[src/rtl/scu_pkg.sv]
// scu_pkg: shared types and constants for the signal control unit.
package scu_pkg;
  typedef enum logic [1:0] {IDLE, HOLD, STICKY} scu_state_t;
  localparam logic [1:0] SCU_MODE_OFF     = 2'b00;
  localparam logic [1:0] SCU_MODE_ONESHOT = 2'b01;
  localparam logic [1:0] SCU_MODE_STICKY  = 2'b10;
  localparam logic [1:0] SCU_MODE_RETRIG  = 2'b11;
  localparam int SCU_PC_W = 8;
endpackage

[src/rtl/scu_hold_counter.sv]
// scu_hold_counter: loadable down-counter that flags its final hold cycle.
module scu_hold_counter #(
  parameter int HW = 8
) (
  input  logic          clk,
  input  logic          rst,
  input  logic          load,
  input  logic [HW-1:0] load_val,
  input  logic          dec,
  output logic          expire
);
  logic [HW-1:0] count;
  always_ff @(posedge clk or negedge rst)
    if (!rst) count <= '0;
    else if (load) count <= load_val;
    else if (dec && count != '0) count <= count - 1'b1;
  assign expire = count == HW'(1);
endmodule

[src/rtl/scu_unit.sv]
// scu_unit: applies a masked override to a signal bus on SMU triggers,
// held for a programmed time, sticky until cleared, or retriggerable.
module scu_unit
  import scu_pkg::*;
#(
  parameter int K  = 4,
  parameter int T  = 2,
  parameter int HW = 8
) (
  input  logic                clk,
  input  logic                rst,
  input  logic [T-1:0]        trigger,
  input  logic [T-1:0]        RegTrigSel,
  input  logic [K-1:0]        RegCtlMask,
  input  logic [K-1:0]        RegCtlVal,
  input  logic [1:0]          RegCtlMode,
  input  logic [HW-1:0]       RegHold,
  input  logic                clear,
  input  logic [K-1:0]        s_in,
  output logic [K-1:0]        s_out,
  output logic                active,
  output logic [SCU_PC_W-1:0] PatchCount
);
  scu_state_t state, next;
  logic trig, load, bump, expire;
  logic [HW-1:0] hold_val;
  assign trig = |(trigger & RegTrigSel);
  assign hold_val = RegHold == '0 ? HW'(1) : RegHold;
  always_comb begin
    next = state;
    load = 1'b0;
    bump = 1'b0;
    if (clear || RegCtlMode == SCU_MODE_OFF) next = IDLE;
    else case (state)
      IDLE: if (trig) begin
        next = RegCtlMode == SCU_MODE_STICKY ? STICKY : HOLD;
        load = RegCtlMode != SCU_MODE_STICKY;
        bump = 1'b1;
      end
      // reload wins over expiry so a last-cycle retrigger leaves no gap
      HOLD: if (trig && RegCtlMode == SCU_MODE_RETRIG) begin
        load = 1'b1;
        bump = 1'b1;
      end else if (expire) next = IDLE;
      default: ;
    endcase
  end
  scu_hold_counter #(.HW(HW)) u_hold (
    .clk      (clk),
    .rst      (rst),
    .load     (load),
    .load_val (hold_val),
    .dec      (state == HOLD && !load),
    .expire   (expire)
  );
  always_ff @(posedge clk or negedge rst)
    if (!rst) begin
      state      <= IDLE;
      PatchCount <= '0;
    end else begin
      state <= next;
      if (bump && PatchCount != '1) PatchCount <= PatchCount + 1'b1;
    end
  assign active = state != IDLE;
  assign s_out = active ? (s_in & ~RegCtlMask) | (RegCtlVal & RegCtlMask) : s_in;
endmodule
[config.mk]
export PLATFORM = sky130hd
export DESIGN_NAME = scu_unit
export DESIGN_NICKNAME = d
export VERILOG_FILES = /design/src/rtl/scu_pkg.sv /design/src/rtl/scu_hold_counter.sv /design/src/rtl/scu_unit.sv
export SDC_FILE = /design/constraint.sdc
export NUM_CORES = 1
export LEC_CHECK = 0
export CORE_ASPECT_RATIO = 1.75
export CORE_MARGIN = 2
export CORE_UTILIZATION = 44
export DETAILED_ROUTE_END_ITERATION = 10
export GPL_TIMING_DRIVEN = 0
export PLACE_DENSITY = 0.79
export SYNTH_ARGS = -nofsm -noshare
export SYNTH_HDL_FRONTEND = slang
export SYNTH_SLANG_ARGS = --single-unit
[constraint.sdc]
create_clock -name clk -period 2.05 [get_ports clk]
set_input_delay 0.205 -clock clk [delete_from_list [all_inputs] [get_ports clk]]
set_output_delay 0.205 -clock clk [all_outputs]
set_load 0.02 [all_outputs]
==> results.tsv <==
stage	metric	value	unit
place	dp.cells	192	
die	die_x	42.7	um
place	dpl.hpwl	2340	um
final_layout	area_growth	43.4	%
final_layout	mostFrequentLayoutCells	clkdlybuf4s50_1 (37), dfrtp_1 (16), nor2_1 (13)	
timing	maxSlewHeadroom	46.2	%
timing	holdWs	0.423	ns
final_layout	nNetsFinal	203	
final_layout	stdcell_count	195	
final_layout	drive_above_1_share	10.1	%
clock_network	clockRootBuffer	clkbuf_8	
worst_setup_path	crit_fanout	8	
clock_network	h-tree-depth	1	
die	rows	24	
timing	period_needed	1.92	ns
synthesis	yosysSeqAreaShare	39.1	%
final_layout	mostFrequentLayoutCell	clkdlybuf4s50_1	
place	numPortBuffers	41	
routing	postRouteAntennaNets	0	
die	die-height	71.7	um
routing	wirelength	2870	um
synthesis	ys_warn_count	0	
worst_setup_path	end_kind	output port	
clock_network	clk_path_buf_depth	2	
global_route	grt_use_total	20.4	%
global_route	overflow	0	
timing	finClkSkew	0.00504	ns
clock_network	clk_pin_slew_worst_paths	0.07	ns
final_layout	fin_util	66.3	%
timing	hold_viol	0	
min_path	hold_path_class	in2async	
timing	setup_viol	0	
routing	wl_per_cell	14.7	um
timing	worst_pin_slew	0.805	ns
worst_setup_path	startpoint_type	register	
pwr	power.leakage	0.640	nW
final_layout	insertedDiodeCount	0	
final_layout	final_cell_area	0.00165	mm2
die	io_pins	42	
pwr	peakVddDrop	0.875	mV
die	dieArea	0.00306	mm2
clock_network	insertion_delay	0.25	ns
worst_setup_path	critPathKind	reg2out	
routing	drt_pass1_iterations	4	
clock_network	post_cts_buffers	0	
die	core-area	0.00249	mm2
outcome	outcome	complete, no violations	
routing	drc	0	
timing	max_freq	0.521	GHz
pwr	p_per_area	910	mW/mm2
timing	drv_slew	0	
clock_network	numCtsBuffers	3	
worst_setup_path	arrival	1.72	ns
die	start_util	46.2	%
synthesis	avgSynthCellArea	9.22	um2
synthesis	ys_ff_latch	18	
routing	vias_per_cell	5.87	
routing	vias	1145	
clock_network	cts.sinks	18	
worst_setup_path	required	1.85	ns
pwr	power.total	1.50	mW
synthesis	syn-instance-count	125	
global_route	grt_pass1_vias	1130	
global_route	antenna_found_initial	0	
global_route	grt_max_degree	19	
synthesis	netlist_area	0.00115	mm2
routing	drtIter0Drc	17	
timing	rsz0062_at_grt	false	
clock_network	cts_tree	built	
place	placed_cell_area	0.00160	mm2
global_route	grt_pass1_wl	4840	um
timing	final.period_utilization	93.7	%
place	place_congestion	0.874	
run	cap_violations	0	
synthesis	synth_nets	158	
synthesis	synth.distinct_cells	36	
==> stage by stage <==
stage               TNS (ns)  setup slack [ns]
finish                     0             0.129
detailed placement    -0.176           -0.0767
floorplan                  0             0.326
global route               0            0.0203
CTS                        0            0.0468
global placement     -0.0797           -0.0266
==> synth_stat cells <==
master	count	area (um2)
or4_4	1	11.3
xnor2_1	8	70.1
a21oi_1	11	55.1
maj3_1	1	10.0
and3_1	3	18.8
ha_1	4	50.1
dfrtp_1	18	450
o2111ai_1	1	8.76
o21a_1	1	7.51
mux2i_1	2	20.0
nand3b_1	2	15.0
or2b_1	1	7.51
or4b_4	1	13.8
a22oi_1	1	7.51
a31oi_1	4	25.0
a211oi_1	4	30.0
nor3_1	3	15.0
o21ai_0	3	15.0
nor3b_1	2	15.0
o41ai_1	1	8.76
clkbuf_1	2	7.51
nand4_1	3	18.8
and4_1	1	8.76
buf_1	1	3.75
inv_1	4	15.0
nand2_1	8	30.0
nor2_1	13	48.8
nor4_1	2	12.5
nand3_1	6	30.0
mux2_2	6	67.6
o311ai_0	1	8.76
o31ai_1	1	7.51
or4_1	2	15.0
or2_2	1	6.26
or3b_2	1	8.76
a22o_1	1	8.76
==> area by class of cell <==
class / instances / area [um2]
multi-input cells: 100 / 683
repair buffers: 41 / 407
inverters: 4 / 15.0
clock buffers: 4 / 55.1
fillers: 210 / 840
flip-flops and latches: 18 / 453
plain buffers: 2 / 7.51
well taps: 26 / 32.5
==> critical path, stage by stage, from the launching register on <==
cell,delay [ns]
dfrtp_2,0.46
or2_4,0.29
nand2_1,0.08
mux2_2,0.32
dlygate4sd2_1,0.32
==> state kept, by name, summed over array words and instances (netlist names) <==
register and flops:
PatchCount 8, u_hold.count 8, state 2
==> layer usage <==
layer  vias to the layer above  part of all wire (%)  global-route usage [%]
met5                         -                     0                       0
met4                         0                   2.1                    7.99
met3                         6                   4.8                    2.27
met2                        39                    56                    38.7
met1                       544                    37                    22.0
li1                        556                     -                       -
==> final timing paths <==
check                                     start              end  slack, ns  depth (start not counted)
worst max register to register  u_hold.count[0]  u_hold.count[4]       0.20                          6
worst max-delay path                   state[0]         s_out[1]       0.13                          4
min in group clk                  PatchCount[7]    PatchCount[7]       0.54                          1
max in group asynchronous                   rst         state[0]       1.08                          1
worst min-delay path                        rst  u_hold.count[4]       0.42                          1
worst min register to register    PatchCount[7]    PatchCount[7]       0.54                          1
==> report_power, final <==
part | internal (mW) | switching, mW
clock | 0.170 | 0.115
combinational | 0.321 | 0.273
sequential | 0.471 | 0.154
total | 0.963 | 0.541
==> what timing repair did <==
action | 4_1_cts | 5_1_grt
resized for setup | 6 | 3
gates cloned | 0 | 0
endpoints found under the setup margin | 4 | 4
hold buffers | 0 | 0
==> kinds of logic (layout without fill, tap and decap cells) <==
group	Yosys count	in the layout	share of synthesized area, %
multiplexers	8	8	7.60
buffers and inverters	7	51	2.28
flip-flops	18	18	39.1
adder cells (fa/ha/maj)	5	5	5.21
AO/OA/AOI/OAI	29	29	15.9
XOR/XNOR	8	8	6.08
AND/OR/NAND/NOR	50	50	23.9
(Power assumes the default switching activity.)
